$ cat src/rtl/orb_frame_receiver_pkg.sv
// Shared constants, state encoding and helper types for the Orbita M8 frame receiver.
package orb_frame_receiver_pkg;

  localparam int ORB_WORD_BITS = 12;
  localparam int ORB_ADDR_BITS = 10;
  localparam int ORB_CNT_BITS  = 8;
  localparam int ORB_BCNT_BITS = 4;

  localparam logic [ORB_WORD_BITS-1:0] ORB_SYNC_WORD = 12'hF3A;

  typedef enum logic [1:0] {
    ST_HUNT   = 2'd0,
    ST_VERIFY = 2'd1,
    ST_LOCK   = 2'd2
  } orb_state_e;

  typedef logic [ORB_WORD_BITS-1:0] orb_word_t;
  typedef logic [ORB_ADDR_BITS-1:0] orb_addr_t;
  typedef logic [ORB_CNT_BITS-1:0]  orb_cnt_t;

  typedef struct packed {
    orb_word_t data;
    orb_addr_t addr;
    logic      valid;
    logic      frame_start;
    logic      sw;
    logic      sync_err;
  } orb_out_t;

  function automatic orb_addr_t orb_next_addr(input orb_addr_t idx, input orb_addr_t last);
    orb_addr_t nxt;
    if (idx == last) begin
      nxt = '0;
    end else begin
      nxt = idx + ORB_ADDR_BITS'(1);
    end
    return nxt;
  endfunction

endpackage

$ cat src/rtl/orb_frame_receiver_word_shifter.sv
// Serial-to-parallel shifter with a free-running bit counter that can be realigned on a sync hit.
module orb_word_shifter
  import orb_frame_receiver_pkg::*;
(
  input  logic      clk,
  input  logic      rst_ni,
  input  logic      bit_en_i,
  input  logic      serial_i,
  input  logic      align_i,
  output orb_word_t word_o,
  output logic      word_done_o
);

  localparam logic [ORB_BCNT_BITS-1:0] LAST_BIT = ORB_BCNT_BITS'(ORB_WORD_BITS - 1);

  orb_word_t                sh_q;
  orb_word_t                sh_d;
  logic [ORB_BCNT_BITS-1:0] bit_cnt_q;
  logic [ORB_BCNT_BITS-1:0] bit_cnt_d;

  // word_o is the value the register will hold after this strobe, so the
  // sync comparison and word capture both see the freshly shifted bit.
  assign word_o      = {sh_q[ORB_WORD_BITS-2:0], serial_i};
  assign word_done_o = bit_en_i && (bit_cnt_q == LAST_BIT);

  always_comb begin
    sh_d      = sh_q;
    bit_cnt_d = bit_cnt_q;
    if (bit_en_i) begin
      sh_d = word_o;
      if (align_i || (bit_cnt_q == LAST_BIT)) begin
        bit_cnt_d = '0;
      end else begin
        bit_cnt_d = bit_cnt_q + ORB_BCNT_BITS'(1);
      end
    end
  end

  always_ff @(posedge clk) begin
    if (!rst_ni) begin
      sh_q      <= '0;
      bit_cnt_q <= '0;
    end else begin
      sh_q      <= sh_d;
      bit_cnt_q <= bit_cnt_d;
    end
  end

endmodule

$ cat src/rtl/orb_frame_receiver.sv
// Orbita M8 receive end: hunts for the frame sync word, confirms it, then flywheels
// word/frame timing and streams addressed words to a double-buffered group memory.
module orb_frame_receiver
  import orb_frame_receiver_pkg::*;
#(
  parameter int        FRAME_WORDS = 1024,
  parameter int        CONFIRM     = 2,
  parameter int        MISS_MAX    = 3,
  parameter orb_word_t SYNC_WORD   = ORB_SYNC_WORD
) (
  input  logic                     clk,
  input  logic                     reset,
  input  logic                     iBitEn,
  input  logic                     iSerial,
  output logic [ORB_WORD_BITS-1:0] oData,
  output logic [ORB_ADDR_BITS-1:0] oAddr,
  output logic                     oValid,
  output logic                     oFrameStart,
  output logic                     oSwitch,
  output logic                     oLocked,
  output logic                     oSyncErr
);

  localparam orb_addr_t LAST_IDX  = ORB_ADDR_BITS'(FRAME_WORDS - 1);
  localparam orb_cnt_t  CONFIRM_C = ORB_CNT_BITS'(CONFIRM);
  localparam orb_cnt_t  MISS_C    = ORB_CNT_BITS'(MISS_MAX);

  orb_state_e state_q, state_d;
  orb_addr_t  widx_q, widx_d;
  orb_cnt_t   hits_q, hits_d;
  orb_cnt_t   miss_q, miss_d;
  orb_out_t   out_q, out_d;

  orb_word_t  word;
  logic       word_done;
  logic       align;
  logic       sync_match;
  orb_cnt_t   hits_inc;
  orb_cnt_t   miss_inc;

  orb_word_shifter u_shifter (
    .clk         (clk),
    .rst_ni      (reset),
    .bit_en_i    (iBitEn),
    .serial_i    (iSerial),
    .align_i     (align),
    .word_o      (word),
    .word_done_o (word_done)
  );

  assign sync_match = (word == SYNC_WORD);
  assign hits_inc   = hits_q + ORB_CNT_BITS'(1);
  assign miss_inc   = miss_q + ORB_CNT_BITS'(1);

  always_comb begin
    state_d           = state_q;
    widx_d            = widx_q;
    hits_d            = hits_q;
    miss_d            = miss_q;
    align             = 1'b0;
    out_d             = out_q;
    out_d.valid       = 1'b0;
    out_d.frame_start = 1'b0;
    out_d.sync_err    = 1'b0;

    unique case (state_q)
      ST_HUNT: begin
        // A hit means the sync word just ended, so the next strobe starts word 1.
        if (iBitEn && sync_match) begin
          state_d = ST_VERIFY;
          align   = 1'b1;
          widx_d  = ORB_ADDR_BITS'(1);
          hits_d  = ORB_CNT_BITS'(1);
        end
      end

      ST_VERIFY: begin
        if (word_done) begin
          widx_d = orb_next_addr(widx_q, LAST_IDX);
          if (widx_q == '0) begin
            if (sync_match) begin
              hits_d = hits_inc;
              if (hits_inc >= CONFIRM_C) begin
                state_d = ST_LOCK;
                miss_d  = '0;
              end
            end else begin
              state_d = ST_HUNT;
              hits_d  = '0;
            end
          end
        end
      end

      ST_LOCK: begin
        if (word_done) begin
          widx_d      = orb_next_addr(widx_q, LAST_IDX);
          out_d.valid = 1'b1;
          out_d.data  = word;
          out_d.addr  = widx_q;
          if (widx_q == '0) begin
            out_d.frame_start = 1'b1;
            if (sync_match) begin
              miss_d = '0;
            end else begin
              out_d.sync_err = 1'b1;
              miss_d         = miss_inc;
              // Losing lock still emits this word; the state drops in the same clk.
              if (miss_inc >= MISS_C) begin
                state_d = ST_HUNT;
                hits_d  = '0;
              end
            end
          end
          if (widx_q == LAST_IDX) begin
            out_d.sw = ~out_q.sw;
          end
        end
      end

      default: begin
        state_d = ST_HUNT;
      end
    endcase
  end

  always_ff @(posedge clk) begin
    if (!reset) begin
      state_q <= ST_HUNT;
      widx_q  <= '0;
      hits_q  <= '0;
      miss_q  <= '0;
      out_q   <= '0;
    end else begin
      state_q <= state_d;
      widx_q  <= widx_d;
      hits_q  <= hits_d;
      miss_q  <= miss_d;
      out_q   <= out_d;
    end
  end

  assign oData       = out_q.data;
  assign oAddr       = out_q.addr;
  assign oValid      = out_q.valid;
  assign oFrameStart = out_q.frame_start;
  assign oSwitch     = out_q.sw;
  assign oSyncErr    = out_q.sync_err;
  assign oLocked     = (state_q == ST_LOCK);

endmodule
$ cat config.mk
export PLATFORM = sky130hd
export DESIGN_NAME = orb_frame_receiver
export DESIGN_NICKNAME = d
export VERILOG_FILES = /design/src/rtl/orb_frame_receiver_pkg.sv /design/src/rtl/orb_frame_receiver_word_shifter.sv /design/src/rtl/orb_frame_receiver.sv
export SDC_FILE = /design/constraint.sdc
export NUM_CORES = 1
export LEC_CHECK = 0
export BUFFER_PORTS_ARGS = -buffer_cell sky130_fd_sc_hd__buf_4
export CORE_MARGIN = 2
export CORE_UTILIZATION = 59
export DETAILED_ROUTE_END_ITERATION = 10
export PLACE_DENSITY_LB_ADDON = 0.12
export SYNTH_ARGS = -nofsm -noshare
export SYNTH_HDL_FRONTEND = slang
export SYNTH_HIERARCHICAL = 1
export SYNTH_SLANG_ARGS = --single-unit
export TNS_END_PERCENT = 50
$ cat constraint.sdc
create_clock -name clk -period 3.3 [get_ports clk]
set_input_delay 0.495 -clock clk [delete_from_list [all_inputs] [get_ports clk]]
set_output_delay 0.495 -clock clk [all_outputs]
set_load 0.02 [all_outputs]
# [Yosys cells after proc, flatten, opt, wreduce, memory -nomap -nowiden]
# Cells that the tools add are included.
[word_totals] ff_bits=69 inputBits=4 out_inout_bits=27 elab_cells=92
[classes] n_addsub=4 magnitude_cmp=2 n_eq_ne=16 muxes=39 n_bitwise=1 reduce_logical=18
[op_table] cell="$mux W8" n=15
[op_table] cell="$mux W10" n=3
[op_table] cell="$pmux W8 S3" n=1
[op_table] cell="$pmux W10 S2" n=1
[op_table] cell="$mux W2" n=9
[op_table] cell="$add A8 B1 Y8 const B" n=2
[op_table] cell="$ge A8 B2 Y1 const B" n=2
[op_table] cell="$pmux W8 S2" n=1
[op_table] cell="$reduce_and A8 Y1" n=2
[op_table] cell="$eq A12 B12 Y1 const B" n=1
[op_table] cell="$add A10 B1 Y10 const B" n=1
[op_table] cell="$eq A10 B10 Y1 const B" n=1
[op_table] cell="$logic_not A10 Y1" n=1
[op_table] cell="$ne A2 B1 Y1 const B" n=5
[op_table] cell="$ne A2 B2 Y1 const B" n=5
[op_table] cell="$reduce_and A3 Y1" n=3
[op_table] cell="$mux W4" n=2
[op_table] cell="$reduce_and A7 Y1" n=1
[op_table] cell="$mux W1" n=6
[op_table] cell="$pmux W2 S3" n=1
[op_table] cell="$add A4 B1 Y4 const B" n=1
[op_table] cell="$eq A4 B4 Y1 const B" n=1
[op_table] cell="$reduce_and A2 Y1" n=2
[op_table] cell="$reduce_and A4 Y1" n=1
[op_table] cell="other kinds (10)" n=12

# [Logic depth before layout (Yosys ltp)]
[depth] word_depth=7 mapped_depth=9 ltp_nobuf=9

# [Cells and area by module]
# The synthesis kept the hierarchy.
[by_module_without_submodules] module="orb_frame_receiver" n_inst=1 cells_each=338 area_per_inst_um2=2788.9 seq_area_each_um2=1081.0
[by_module_without_submodules] module="orb_word_shifter" n_inst=1 cells_each=56 area_per_inst_um2=664.4 seq_area_each_um2=300.3

# [Worst setup path after synthesis]
# No wires, ideal clock.
[synth_timing] path_type="in2reg" startpoint="input iSerial" endpoint="register hits_q[1]" setup_time_ps=70 arrival_ps=2282 required_time_ps=3230 path_slack_ps=948 stages=7 path_buffers=2 path_cell_list="buf_4 -> nand4bb_1 -> o41a_1 -> a311o_1 -> buf_6 -> or4_1 -> a21oi_1"
[synth_via] elab_chain_len=5 elab_cells_between_ends=9 classes_between="eq/ne (3); mux (4); reduce/logical (2)"
[synth_rtl] element="start: declaration" line_no="orb_frame_receiver.sv:14" text="input logic iSerial,"
[synth_rtl] element="$eq A12 B12 Y1 *" line_no="orb_frame_receiver.sv:51" text="assign sync_match = (word == SYNC_WORD);"
[synth_rtl] element="$mux W8" line_no="orb_frame_receiver.sv:81" text="if (sync_match) begin"
[synth_rtl] element="$mux W8" line_no="orb_frame_receiver.sv:80" text="if (widx_q == '0) begin"
[synth_rtl] element="$mux W8" line_no="orb_frame_receiver.sv:78" text="if (word_done) begin"
[synth_rtl] element="$pmux W8 S3" line_no="orb_frame_receiver.sv:66" text="unique case (state_q)"
[synth_rtl] element="end signal: assignment" line_no="orb_frame_receiver.sv:137" text="hits_q <= hits_d;"
[synth_rtl] element="end: declaration" line_no="orb_frame_receiver.sv:30" text="orb_cnt_t hits_q, hits_d;"
# Mark *: on every way between the ends. The rest lies on a longest branch, timed or not. The select of a mux whose other input is x is not followed.
# A chain may end at the register's enable or synchronous reset.

# [Worst setup path after layout]
[layout_timing] startpoint="register u_shifter.bit_cnt_q[0]" endpoint="register hits_q[6]"
[layout_via] elab_chain_len=4 elab_cells_between_ends=5 classes_between="eq/ne (3); reduce/logical (2)"
[layout_rtl] element="start: declaration" line_no="orb_frame_receiver_word_shifter.sv:18" text="logic [ORB_BCNT_BITS-1:0] bit_cnt_q;"
[layout_rtl] element="start signal: assignment" line_no="orb_frame_receiver_word_shifter.sv:45" text="bit_cnt_q <= bit_cnt_d;"
[layout_rtl] element="$eq A4 B4 Y1 *" line_no="orb_frame_receiver_word_shifter.sv:24" text="assign word_done_o = bit_en_i && (bit_cnt_q == LAST_BIT);"
[layout_rtl] element="$logic_and A1 B1 Y1 *" line_no="orb_frame_receiver_word_shifter.sv:24"
[layout_rtl] element="via word_done" line_no="orb_frame_receiver.sv:35" text="logic word_done;"
[layout_rtl] element="$ne A2 B1 Y1 (no line)"
[layout_rtl] element="$reduce_and A8 Y1 (no line) *"
# Mark *: on every way through the listed nets, which the timed path passes. The rest lies on a longest branch.

==> flow_summary.yaml <==
power:
  p_comb_share_pct: 6.1
  power.internal_mw: 1.328
  swShare_pct: 23.88
  p_per_area_nw_per_um2: 448.4
  p_seq_share_pct: 48.6
  power.share.clock_pct: 45.3
  p_switching_mw: 0.4165
  peakVddDrop_mv: 0.4168
  leakage_nw: 1.469
finish:
  area_delta_synth_final_pct: 12.64
  nNetsFinal: 432
  seqCellArea_sq_um: 1381
  final_area_sq_um: 3890
  num-fill-cells: 462
  multi_input_area_sq_um: 1887
  drive_above_1_share_pct: 15.40
  antenna_cells: 0
timing:
  setup_violations: 0
  period_minus_slack_ps: 2685
  fmax_ghz: 0.3724
  rsz0062_at_grt: "no"
  final.setup_skew_ps: 12.29
  tightest_slew_ps: 674.0
  maxSlewViolCount: 0
  fin_crit_sh_pct: 81.38
  hold_viol_final: 0
  setup_tns_ps: 0
  max-slew-margin-rel_pct: 54.90
global_route:
  first_global_vias: 2633
  grt_first_pass_wirelength_um: 12410
  grt_use_total_pct: 24.73
  grt.overflow.total: 0
  grt_max_degree: 35
  grt_antenna_before_repair: 0
placed_design:
  post_dp_cell_area_sq_um: 3659
  io_buffers: 30
  post-dp-hpwl_um: 4876
  gp_congestion: 0.8555
drt:
  drt_first_iter_violations: 192
  via_per_inst: 5.806
  dr_total_vias: 2868
  dr.pass1.iters: 4
  postRouteAntennaNets: 0
  wl_um: 7218
  avgRoutedWirePerCell_um: 14.61
  drc: 0
setup_path:
  slowest_delay_ps: 560
  cp_cell_sequence: "ha_1, nand2_4, nor3_1, nor4b_1, a31oi_1, o21a_1, or4b_1, a21oi_1"
  critPathSlowestCell: "or4b_1"
  path_buf_inv: 0
  cp.required_ps: 3590
  critical_path.top_delay_family: "simple AND/OR/NAND/NOR gates"
  critPathCaptureType: "flop"
  cp_max_fo: 10
  cp.arrival_ps: 2970
  startpoint_type: "flop"
  critPathKind: "reg2reg"
synth:
  synth_top_cell_by_area: "dfxtp_1"
  synth-edff-count: 0
  yosysSeqAreaShare_pct: 40.00
  async_flop_share_pct: 0
  syn_area_sq_um: 3453
  synth-seq-cells: 69
  yosysTopAreaCellShare_pct: 40.00
  yosysWarnings: 6
  synth_flop_cell: "dfxtp_1"
  synth_cell_types: 57
  syn_avg_cell_area_sq_um: 8.765
  synthCells: 394
  synth_area_leaders: "dfxtp_1 (40%), nand2_1 (7.1%), mux2i_1 (4.9%)"
  syn_nets: 409
cts:
  post_cts.resized_instances: 0
  cts_buffers: 9
  htree_levels: 3
  cts_buffer_depth: 2
  cts_tree: "built"
  cts_setup_buffers: 0
  clk_latency_ps: 360
  clk_pin_slew_ps: 80
  clock_sinks: 69
  cts_root_buf: "clkbuf_8"
  hold_buffers: 0
run:
  maxCapViolCount: 0
floorplanning:
  fp-row-count: 27
  fp.dieW_um: 80.51
  die_y_um: 80.51
  dieArea_sq_um: 6481
  fp.coreArea_sq_um: 5574
  start_util_pct: 61.95
  io-pin-count: 31
run_status:
  outcome: "finished, final reports clean"
hold_path:
  holdCritPathClass: "in2reg"
-- placed cells by master (no fill, tap or decap), types with 4 or more instances in the layout --
cell type   n
and3_1      9
o31ai_1     5
nor3_1     12
or4_1       4
clkbuf_8   10
nor2b_1    13
nand4_1     4
inv_1      12
and4_1      5
nand2_1    65
nand4b_1    4
buf_4      34
a21oi_1    28
mux2i_1    17
xnor2_1    11
dfxtp_1    69
nand3_1     9
o221a_2     5
nor2_1     30
ha_1       11
o311ai_0    4
xor2_1      7
o21ai_0     7
a31oi_1     4
-- sequential cells by signal (all words and copies together) (netlist names) --
name,count
u_shifter/bit_cnt_q,4
oData,12
widx_q,10
oAddr,10
oValid,1
oSyncErr,1
state_q,2
hits_q,8
oFrameStart,1
miss_q,8
oSwitch,1
u_shifter/sh_q,11
-- power by group through the flow --
stage,Combinational [mW],Sequential [mW],Clock [mW]
final,0.106,0.848,0.790
after floorplan,0.0886,0.865,0
after CTS,0.106,0.847,0.806
after global placement,0.103,0.867,0
after global routing,0.119,0.849,0.839
after detailed placement,0.106,0.867,0
-- worst register-to-register path, stage by stage, from the launching register on --
cell and delay [ps]:
dfxtp_1 410, ha_1 240, nand2_4 80, nor3_1 490, nor4b_1 300, a31oi_1 140
o21a_1 260, or4b_1 560, a21oi_1 150
-- cells in the mapped netlist (2+ instances only) --
cell      number
o311a_1        2
nand2b_1       2
nand4b_1       4
and2_1         2
nor4b_1        2
nand2_4        2
buf_1          3
nand3b_1       2
o221a_2        5
and4_1         5
inv_1         12
mux2i_1       17
xor2_1         7
and3_1         9
a21oi_1       28
ha_1          11
o31ai_1        5
dfxtp_1       69
o21a_1         2
nand4_1        4
nor3_1        12
a31oi_1        4
nand2_1       65
buf_6          5
xnor2_1       11
o21ai_0        7
clkbuf_1      12
nand3_1        9
o311ai_0       4
or4_1          4
nor2_1        30
nor2b_1       13
-- layout make-up --
class                      instances  area share (%)
multi-input combinational        291           48.50
sequential                        69           35.51
clock inverter                     6           2.412
timing repair buffer              34           6.562
clock buffer                      10           3.538
tap                               72           2.316
inverter                          12           1.158
-- worst paths after layout --
kind | slack (ps) | from | endpoint | cells after the start
setup reg to reg | 610 | u_shifter/bit_cnt_q[0] | hits_q[6] | 8
hold / removal | 400 | iSerial | oData[0] | 3
hold reg to reg | 460 | oData[3] | oData[3] | 2
setup / recovery | 610 | u_shifter/bit_cnt_q[0] | hits_q[6] | 8
-- cells by family (layout without fill, tap and decap cells) --
kind of cell	after synthesis	count (layout)	synth area share [%]
xor+xnor	18	18	4.565
buf+inv	34	62	5.362
flops	69	69	40.00
fa+ha+maj	11	11	3.985
compound gates	70	70	14.49
mux	17	17	4.927
simple gates	175	175	26.67
-- metal layers --
metal	global-route usage, %	vias to the layer above	part of all wire, %
li1	-	1433	-
met1	32.63	1374	46
met2	38.58	52	49
met3	4.944	9	4.3
met4	11.86	0	1.3
met5	0	-	0
-- through the flow --
stage	instances	power (mW)	util, %	hold WS, ps	setup WS, ps
2_1_floorplan	394	0.9537	-	444.2	947.6
4_1_cts	494	1.760	69.79	391.7	666.5
6_report	494	1.744	69.79	403.4	614.6
3_3_place_gp	478	0.9700	65.63	444.2	607.0
3_5_place_dp	478	0.9727	65.63	449.0	512.8
5_1_grt	494	1.806	69.79	425.6	321.0
Power figures use the tool's default switching activity.
